<file path="config.mk">
export PLATFORM = sky130hd
export DESIGN_NAME = pc_sequencer
export DESIGN_NICKNAME = d
export VERILOG_FILES = /design/src/rtl/pc_sequencer.sv
export SDC_FILE = /design/constraint.sdc
export NUM_CORES = 1
export LEC_CHECK = 0
export BUFFER_PORTS_ARGS = -buffer_cell sky130_fd_sc_hd__buf_4
export CAP_MARGIN = 10
export CORE_MARGIN = 8
export CORE_UTILIZATION = 58
export DETAILED_ROUTE_END_ITERATION = 8
export PLACE_DENSITY = 0.91
export SYNTH_ARGS = -nofsm -noshare
export SYNTH_HDL_FRONTEND = slang
export SYNTH_SLANG_ARGS = --single-unit
</file>
<file path="constraint.sdc">
create_clock -name clock -period 3.02 [get_ports clock]
set_clock_uncertainty 0.2 [all_clocks]
set_input_delay 0 -clock clock [delete_from_list [all_inputs] [get_ports clock]]
set_output_delay 0 -clock clock [all_outputs]
set_load 0.02 [all_outputs]
</file>
<file path="src/rtl/pc_sequencer.sv">
`default_nettype none
// ============================================================================
// pc_sequencer : fetch/issue sequencer with stall, single-level loop and HALT
// Rev 1.0
// ============================================================================
module pc_sequencer #(
  parameter int              ADDR_W     = 5,
  parameter logic [ADDR_W-1:0] START_ADDR = '0,
  parameter logic [3:0]      OPC_HALT   = 4'hF,
  parameter logic [3:0]      OPC_LOOP   = 4'hE
) (
  input  logic              clock,
  input  logic              rst_n,
  input  logic              start,
  input  logic              abort,
  input  logic              stall,
  input  logic [15:0]       instr_in,
  output logic [ADDR_W-1:0] pc,
  output logic              issue,
  output logic              busy,
  output logic              done,
  output logic              loop_active,
  output logic [15:0]       retired
);

  localparam logic [1:0] S_IDLE  = 2'd0;
  localparam logic [1:0] S_FETCH = 2'd1;
  localparam logic [1:0] S_EXEC  = 2'd2;

  localparam logic [ADDR_W-1:0] PC_LAST = '1;

  logic [1:0]        state_q, state_d;
  logic [ADDR_W-1:0] pc_q, pc_d;
  logic [15:0]       retired_q, retired_d;
  logic              loop_active_q, loop_active_d;
  logic [3:0]        loop_cnt_q, loop_cnt_d;

  logic [3:0]        op;
  logic [3:0]        loop_n;
  logic [ADDR_W-1:0] target;
  logic              in_exec, is_halt, is_loop, retire, wrap;

  assign op     = instr_in[15:12];
  assign loop_n = instr_in[11:8];
  assign target = ADDR_W'(instr_in[7:0]);

  assign in_exec = (state_q == S_EXEC);
  assign is_halt = in_exec && (op == OPC_HALT);
  assign is_loop = in_exec && (op == OPC_LOOP);
  assign issue   = in_exec && (op != OPC_HALT) && (op != OPC_LOOP);
  assign retire  = issue && !stall && !abort;
  assign wrap    = retire && (pc_q == PC_LAST);

  assign busy        = (state_q != S_IDLE);
  assign done        = !abort && (is_halt || wrap);
  assign pc          = pc_q;
  assign loop_active = loop_active_q;
  assign retired     = retired_q;

  always_comb begin
    state_d       = state_q;
    pc_d          = pc_q;
    retired_d     = retired_q;
    loop_active_d = loop_active_q;
    loop_cnt_d    = loop_cnt_q;

    case (state_q)
      S_IDLE: begin
        if (start) begin
          pc_d          = START_ADDR;
          retired_d     = '0;
          loop_active_d = 1'b0;
          state_d       = S_FETCH;
        end
      end
      S_FETCH: state_d = S_EXEC;
      S_EXEC: begin
        if (is_halt) begin
          state_d = S_IDLE;
        end else if (is_loop) begin
          // Control ops never stall: they only redirect the PC.
          state_d = S_FETCH;
          if (!loop_active_q) begin
            if (loop_n == 4'd0) begin
              pc_d = pc_q + ADDR_W'(1);
            end else begin
              loop_cnt_d    = loop_n - 4'd1;
              loop_active_d = 1'b1;
              pc_d          = target;
            end
          end else if (loop_cnt_q != 4'd0) begin
            loop_cnt_d = loop_cnt_q - 4'd1;
            pc_d       = target;
          end else begin
            loop_active_d = 1'b0;
            pc_d          = pc_q + ADDR_W'(1);
          end
        end else if (!stall) begin
          pc_d      = pc_q + ADDR_W'(1);
          retired_d = (retired_q == 16'hFFFF) ? retired_q : retired_q + 16'd1;
          state_d   = wrap ? S_IDLE : S_FETCH;
        end
      end
      default: state_d = S_IDLE;
    endcase

    // Abort overrides everything decided above, leaving pc/retired untouched.
    if (abort) begin
      state_d       = S_IDLE;
      pc_d          = pc_q;
      retired_d     = retired_q;
      loop_active_d = 1'b0;
      loop_cnt_d    = loop_cnt_q;
    end
  end

  always_ff @(posedge clock or negedge rst_n) begin
    if (!rst_n) begin
      state_q       <= S_IDLE;
      pc_q          <= START_ADDR;
      retired_q     <= '0;
      loop_active_q <= 1'b0;
      loop_cnt_q    <= '0;
    end else begin
      state_q       <= state_d;
      pc_q          <= pc_d;
      retired_q     <= retired_d;
      loop_active_q <= loop_active_d;
      loop_cnt_q    <= loop_cnt_d;
    end
  end

endmodule
`default_nettype wire

</file>
==> impl_metrics.ini, run 1 <==
[cts]
cts_root_buf = clkbuf_4
cts-htree-levels = 1
clkLatencyLatePin_ps = 350
clock-sinks = 28
cts_buffers = 3
cts_tree = built
postCtsSetupBuffers = 0
clkTransAtPathRegs_ps = 160
cts_buffer_depth = 2

[sta]
max_slew.worst_pin.slew_ps = 584
max_slew_margin = 0.610
fmax_ghz = 0.345
fin_crit_sh = 0.959
post-route-min-period_ps = 2900
finalSetupTns_ps = 0
rsz0062_at_grt = false
hold_viol = 0
setup_viol = 0
slew_violations = 0
holdWs_ps = 31.1

[synthesis]
synth_compound_area_frac = 0.245
syn_inst = 214
synth_mux_area_frac = 0.0318
synthFlopType = dfrtp_1
synth_commonest_cells = 28 x dfrtp_1, 16 x nand2_1, 14 x inv_1
synthArstFlopShare = 1.00
syn_nets = 239
synthTopCellsByArea = dfrtp_1 36%, a21oi_1 3.4%, nand2_1 3.1%, o21ai_0 2.9%, inv_1 2.7%
synth-xor-area-share = 0.00455
syn_area_per_cell_um2 = 9.00
synthSimpleGateAreaFrac = 0.274
synth_edf_count = 0
ys_types = 56
synth_top_family_by_area = simple AND/OR/NAND/NOR gates
synthAdderAreaFrac = 0.0260
ys_warn_count = 0
yosysTopAreaCellShare = 0.364
synth-seq-area-share = 0.364
ys_ff_latch = 28
synth.most_common_cell = dfrtp_1
synth_area_leader_cell = dfrtp_1
syn-cell-area_um2 = 1930

[place]
dp_cells = 295
hpwl_mm = 3.54
globalplace.congestion = 0.872
portBuffers = 42

[layout]
drive_gt1_frac = 0.230
multi_input_area_um2 = 1120
syn2layout_area_growth_pct = 32.1
nets = 304
seq_area_um2 = 702
stdcell_count = 324
diodes = 0
fill_cells = 234

[grt]
grt_pass1_wl_mm = 8.75
grt.total_usage = 0.202
grt_overflow = 0
antenna_found_initial = 0
grt_pass1_vias = 1871
grt_max_degree = 29

[worst_setup_path]
cp_max_fo = 9
worstRegToRegCells = 6
rr_startpoint = state_q[0]
critPathArrivalTime_ps = 2990
crit_required_ps = 3120
r2r_setup_slack_ps = 120
worstSetupPathType = flop to flop
r2r-end = loop_cnt_q[3]
cp-end-kind = flop
start_kind = flop

[floorplanning]
coreArea_um2 = 3260
die_area_um2 = 5420
ios = 46
start_util = 0.591
die_w_um = 73.6
rows = 21
die_h_um = 73.6

[power_and_ir_drop]
power.density_nw_per_um2 = 331
peakVddDrop_v = 0.000302
p_total_w = 0.000843
p_leak_nw = 1.07

[hold_path]
whs_path_depth = 5
min-delay-start = instr_in[14]
holdPathEnd = retired[6]
min_path_type = primary input to flop

[detailed_routing]
highest_layer = met4
met3_wirelength_um = 415
antenna_left = 0
via_per_inst = 6.14
vias = 1988
first_pass_iters = 5
wl_met2_mm = 2.65
drt_iter0_drc = 171
drc = 0
wl_mm = 5.33
wl_met1_mm = 2.18
routedWlPerCell_um = 16.4

[outcome]
outcome = complete, no violations

[flow_run]
max_cap_viol_count = 0
## where the power goes
part	switching, W	leakage, nW	internal, W	total, W
registers	0.0000318	0.384	0.000402	0.000434
clock network	0.000123	0.0210	0.0000741	0.000197
logic	0.000103	0.664	0.000108	0.000212
total	0.000258	1.07	0.000584	0.000843
## per-stage QoR
| stage | cell area, um^2 | util | worst slack (ps) |
|---|---|---|---|
| floorplan | 1930 | - | 1010 |
| global placement | 2250 | 0.689 | 846 |
| detailed placement | 2250 | 0.689 | 835 |
| CTS | 2540 | 0.780 | 32.7 |
| global route | 2550 | 0.781 | 39.3 |
| finish | 2550 | 0.781 | 124 |
## worst max-delay path by stage
stage                    start             to  slack (ps)  cells past startpoint
floorplan           state_q[0]  loop_cnt_q[0]        1010                      6
global placement    state_q[0]  loop_cnt_q[0]         850                      4
detailed placement  state_q[0]  loop_cnt_q[0]         840                      4
CTS                 state_q[0]  loop_cnt_q[3]          30                      6
global route        state_q[0]  loop_cnt_q[3]          40                      6
finish              state_q[0]  loop_cnt_q[3]         120                      6
## cells in the final DEF, fill, tap and decap left out, types with 6 or more instances in the layout
cell type,count
nand4_1,8
dlygate4sd3_1,24
nand2_1,16
nor2_1,9
and2_1,6
inv_1,14
dfrtp_1,27
o21ai_0,11
a31oi_1,7
nand3_1,9
a21oi_1,13
buf_4,42
## layout make-up
class,count,share of cell area
inverters,14,0.0206
clock buffers,4,0.0143
flip-flops and latches,28,0.276
multi-input cells,165,0.441
repair buffers,67,0.226
well taps,46,0.0226
## cell families (layout without fill, tap and decap cells)
| family | count (synthesis) | in the layout |
|---|---|---|
| AOI/OAI and AO/OA | 65 | 65 |
| and+or+nand+nor | 89 | 89 |
| adders and majority gates | 4 | 4 |
| muxes | 6 | 6 |
| DFF | 28 | 28 |
| xor gates and xnor gates | 1 | 1 |
| buffers and inverters | 21 | 85 |
## flip-flops by register name (all words and copies together), names as in the netlist
name,count
pc,5
retired,16
loop_active,1
state_q,2
loop_cnt_q,4
## metal layers
metal,up-vias,GRT usage
li1,950,-
met1,927,0.257
met2,95,0.331
met3,16,0.0396
met4,0,0.0643
met5,-,0
## worst max-delay path: stages, from the launching register on
cell and delay (ps):
dfrtp_1 500, or3b_4 520, nor3_4 240, a31oi_1 120, dlygate4sd3_1 570, o2bb2ai_1 140, dlygate4sd3_1 570
## repair_timing
| item | in CTS | in global routing |
|---|---|---|
| setup endpoints to repair | 0 | 1 |
| hold buffers | 25 | 0 |
| resized for setup | 0 | 2 |
| hold endpoints to repair | 44 | 0 |
Note: power is estimated with default switching activity, not from simulation.
==> inputs of run 2 (changes only) <==
ABC_AREA = 1   (was unset)
==> impl_metrics.ini, run 2 <==
[floorplanning]
die_w_um = 74.3
start_util = 0.595
die_area_um2 = 5520
die_h_um = 74.3
ios = 46
rows = 21
coreArea_um2 = 3310

[worst_setup_path]
critPathArrivalTime_ps = 2950
worstSetupPathType = flop to flop
r2r_setup_slack_ps = 120
cp_cell_sequence = inv_2 > nand2_4 > inv_2 > nand2_1 > nor2_1 > nand3_1 > nand3_1 > dlygate4sd3_1 > nor2_1 > dlygate4sd3_1
start_kind = flop
crit_start = state_q[0]
crit_required_ps = 3070
slowest_stage = dlygate4sd3_1
rr_startpoint = state_q[0]
slowest_delay_ps = 550
cp-end-kind = flop
cp_max_fo = 15

[sta]
hold_viol = 0
max_slew_margin = 0.701
fin_crit_sh = 0.961
worst_slack_ps = 119
finalSetupTns_ps = 0
post-route-min-period_ps = 2900
holdWs_ps = 14.6
fmax_ghz = 0.345
max_slew.worst_pin.slew_ps = 443
rsz0062_at_grt = false
slew_violations = 0
setup_viol = 0

[synthesis]
syn-cell-area_um2 = 1970
synth_edf_count = 0
synth_commonest_cells = 99 x nand2_1, 34 x nor2_1, 31 x inv_1
syn_nets = 317
ys_ff_latch = 28
ys_types = 29
synth-seq-area-share = 0.356
synth.most_common_cell = nand2_1
synthTopCellsByArea = dfrtp_1 36%, nand2_1 19%, nor2_1 6.5%, nand3_1 6.3%, inv_1 5.9%
syn_inst = 292
synthArstFlopShare = 1.00
synthFlopType = dfrtp_1
syn_area_per_cell_um2 = 6.75
ys_warn_count = 0
yosysTopAreaCellShare = 0.356
synth_area_leader_cell = dfrtp_1

[detailed_routing]
antenna_left = 0
routedWlPerCell_um = 13.6
drt_iter0_drc = 141
first_pass_iters = 6
wl_mm = 5.44
drc = 0
vias = 2112
wl_met1_mm = 2.32
via_per_inst = 5.28
met3_wirelength_um = 310
wl_met2_mm = 2.74
highest_layer = met4

[layout]
seq_area_um2 = 701
syn2layout_area_growth_pct = 30.2
final_area_um2 = 2560
fill_cells = 247
diodes = 0
multi_input_area_um2 = 1110
largest_register_ffs = 16
layout_common_cells = 99 x nand2_1, 42 x buf_4, 34 x nor2_1
nets = 380
stdcell_count = 400
drive_gt1_frac = 0.181
layout_commonest_cell = nand2_1

[cts]
clkTransAtPathRegs_ps = 160
clock-sinks = 28
cts_buffer_depth = 2
cts_tree = built
cts_buffers = 3
cts_root_buf = clkbuf_4
clkLatencyLatePin_ps = 350
cts-htree-levels = 1
cts.repair.resized = 0

[hold_path]
min-delay-start = instr_in[13]
min_path_type = primary input to flop

[grt]
grt.total_usage = 0.207
grt_overflow = 0
grt_pass1_wl_mm = 8.99
antenna_found_initial = 0
grt_pass1_vias = 2005
grt_max_degree = 29

[place]
portBuffers = 42
globalplace.congestion = 0.854
dp_slack_ps = 978
placed_cell_area_um2 = 2310
hpwl_mm = 3.61
dp_cells = 375

[power_and_ir_drop]
peakVddDrop_v = 0.000207
combPwrFrac = 0.227
p_leak_nw = 1.28
switching_share = 0.310
internal-power_w = 0.000535
power.density_nw_per_um2 = 303
seqPwrFrac = 0.522
switchingPower_w = 0.000241
pwr-share-clk = 0.251

[flow_run]
max_cap_viol_count = 0

[outcome]
outcome = complete, no violations
==> run 2: cell types whose count changed in the layout (fill, tap and decap cells not counted), moves of 6 or more <==
cell,previous run,this run
xor2_1,0,8
a31oi_1,7,0
o21ai_1,0,12
inv_1,14,31
a21oi_1,13,5
and2_1,6,0
nor2_1,9,34
nand3_1,9,25
nand2_1,16,99
==> run 2: power groups by stage <==
stage,clock (W),sequential (W),combinational (W)
floorplan,0,0.000416,0.0000911
CTS,0.000193,0.000405,0.000172
global placement,0,0.000411,0.000145
finish,0.000195,0.000405,0.000176
global route,0.000203,0.000407,0.000195
detailed placement,0,0.000412,0.000147
==> run 2: critical path: cells and delay by family, from the launching register on <==
kind	cells	cell delay, ps
buf+inv	4	1450
simple gates	6	700
flops	1	450
==> run 2: metal layers <==
layer  up-vias  GRT usage
met5         -          0
met4         0     0.0630
met3         9     0.0364
met2        72      0.376
met1       982      0.238
li1       1049          -
==> run 2: final cells by class <==
type,count,share of cell area
Inverter,34,0.0498
Timing Repair Buffer,63,0.209
Sequential cell,28,0.273
Multi-Input combinational cell,225,0.432
Clock buffer,4,0.0141
Tap cell,46,0.0224
==> run 2: worst paths after layout <==
path | end | depth (start not counted)
max in group asynchronous | retired[8] | 4
min reg2reg | loop_cnt_q[0] | 2
min | pc[4] | 8
max | state_q[0] | 10
max reg2reg | state_q[0] | 10
min in group asynchronous | pc[4] | 4
==> run 2: cell families after synthesis <==
family / share of synthesized area
and+or+nand+nor: 0.422
buffers and inverters: 0.0825
AOI/OAI and AO/OA: 0.0749
DFF: 0.356
xor gates and xnor gates: 0.0400
adders and majority gates: 0.0254
==> run 2: timing repair <==
item,4_1_cts,5_1_grt
setup buffers,0,0
hold buffers,21,0
endpoints found under the hold margin,46,0
==> run 2: stage by stage <==
step / total power (W) / util
finish: 0.000776 / 0.775
global route: 0.000805 / 0.775
CTS: 0.000770 / 0.775
detailed placement: 0.000560 / 0.697
global placement: 0.000556 / 0.697
floorplan: 0.000507 / -
==> inputs of run 3 (changes only) <==
BUFFER_PORTS_ARGS = -buffer_cell sky130_fd_sc_hd__buf_2   (was -buffer_cell sky130_fd_sc_hd__buf_4)
==> impl_metrics.ini, run 3 (synthesized netlist as in run 2, its figures left out) <==
[outcome]
outcome = complete, no violations

[worst_setup_path]
slowest_delay_ps = 560
start_kind = flop
slowest_stage = dlygate4sd3_1
worstSetupPathType = flop to flop
critPathBufInv = 4
crit_required_ps = 3040
path_delay_family = buffers and inverters
critPathArrivalTime_ps = 2850
cp_cell_sequence = inv_2 > nand2_4 > clkinv_2 > nand2_1 > nor2_1 > nand3_1 > nand3_1 > dlygate4sd3_1 > nor2_1 > dlygate4sd3_1
cp_max_fo = 15
cp-end-kind = flop

[power_and_ir_drop]
peakVddDrop_v = 0.000183
switchingPower_w = 0.000218
combPwrFrac = 0.219
p_leak_nw = 1.24
internal-power_w = 0.000493
power.density_nw_per_um2 = 297
pwr-share-clk = 0.211
seqPwrFrac = 0.569
switching_share = 0.307

[sta]
setup_viol = 0
slew_violations = 0
hold_viol = 0
max_slew_margin = 0.587
post-route-min-period_ps = 2830
max_slew.worst_pin.slew_ps = 620
fmax_ghz = 0.353
fin_crit_sh = 0.937
finalSetupTns_ps = 0
worst_slack_ps = 190
rsz0062_at_grt = false

[place]
dp_slack_ps = 988
hpwl_mm = 3.61
globalplace.congestion = 0.864
placed_cell_area_um2 = 2200
portBuffers = 42

[cts]
clkTransAtPathRegs_ps = 140
clkLatencyLatePin_ps = 320
cts_buffers = 3
postCtsSetupBuffers = 0
cts_root_buf = clkbuf_4
cts-htree-levels = 1
cts_tree = built
cts_buffer_depth = 2
clock-sinks = 28

[layout]
largest_register_ffs = 16
drive_gt1_frac = 0.178
nets = 376
syn2layout_area_growth_pct = 21.7
final_area_um2 = 2400
layout_common_cells = 99 x nand2_1, 42 x buf_2, 34 x nor2_1
diodes = 0
layout_commonest_cell = nand2_1
fill_cells = 298

[grt]
grt.total_usage = 0.194
grt_max_degree = 29
antenna_found_initial = 0
grt_pass1_vias = 2031
grt_pass1_wl_mm = 8.60
grt_overflow = 0

[detailed_routing]
wl_mm = 5.03
first_pass_iters = 4
routedWlPerCell_um = 12.7
via_per_inst = 5.27
drc = 0
drt_iter0_drc = 99
vias = 2082
antenna_left = 0

[floorplanning]
die_h_um = 74.3
ios = 46
coreArea_um2 = 3310
start_util = 0.595
die_w_um = 74.3
die_area_um2 = 5520
rows = 21

[flow_run]
max_cap_viol_count = 0

[hold_path]
min_path_type = primary input to async pin
==> run 3: cell count changes in the layout (fill, tap and decap cells not counted) <==
cell and delta:
clkbuf_8 -1, inv_2 -1, buf_12 -1, clkinv_2 +1, buf_2 +42, dlygate4sd3_1 -3
buf_4 -42
==> run 3: worst reg2reg max path: stages (launching register included) <==
cell	delay, ps
dfrtp_1	440
inv_2	110
nand2_4	100
clkinv_2	200
nand2_1	130
nor2_1	180
nand3_1	120
nand3_1	90
dlygate4sd3_1	560
nor2_1	50
dlygate4sd3_1	550
==> run 3: worst paths after layout <==
path / startpoint / endpoint / slack [ps] / depth (start not counted)
max reg2reg: state_q[0] / state_q[0] / 190 / 10
min in group clock: instr_in[13] / loop_active / 40 / 6
max: state_q[0] / state_q[0] / 190 / 10
min: rst_n / state_q[1] / 7 / 2
min reg2reg: loop_cnt_q[0] / loop_cnt_q[0] / 300 / 2
max in group asynchronous: rst_n / retired[14] / 2210 / 2
==> run 3: metrics by stage <==
step | util | hold WS (ps) | total power (W) | cells
after global placement | 0.666 | -143 | 0.000544 | 375
after floorplan | - | -496 | 0.000507 | 292
after detailed placement | 0.666 | -144 | 0.000549 | 375
after global routing | 0.724 | 66.1 | 0.000751 | 395
final | 0.724 | 7.13 | 0.000711 | 395
after CTS | 0.724 | 19.2 | 0.000718 | 395
==> run 3: per-layer routing <==
layer | global-route usage | up-vias | part of all wire
met5 | 0 | - | 0
met4 | 0.0391 | 0 | 0.011
met2 | 0.359 | 69 | 0.52
met1 | 0.217 | 966 | 0.41
li1 | - | 1039 | -
met3 | 0.0472 | 8 | 0.063
==> run 3: repair_timing <==
action | in CTS | in global routing
hold buffers | 17 | 0
endpoints found under the setup margin | 0 | 1
endpoints found under the hold margin | 46 | 0
resized for setup | 0 | 1
==> run 3: final cells by class <==
| type | instances | area [um^2] | area share |
|---|---|---|---|
| clock buffer | 3 | 22.5 | 0.00939 |
| multi-input combinational | 225 | 1110 | 0.462 |
| sequential | 28 | 701 | 0.292 |
| tap | 46 | 57.6 | 0.0240 |
| timing repair buffer | 59 | 380 | 0.159 |
| inverter | 34 | 129 | 0.0538 |
==> run 3: power groups by stage <==
stage | registers (W) | clock network [W] | logic (W)
global placement | 0.000411 | 0 | 0.000133
finish | 0.000405 | 0.000150 | 0.000156
detailed placement | 0.000412 | 0 | 0.000137
floorplan | 0.000416 | 0 | 0.0000911
global route | 0.000407 | 0.000168 | 0.000176
CTS | 0.000405 | 0.000158 | 0.000155
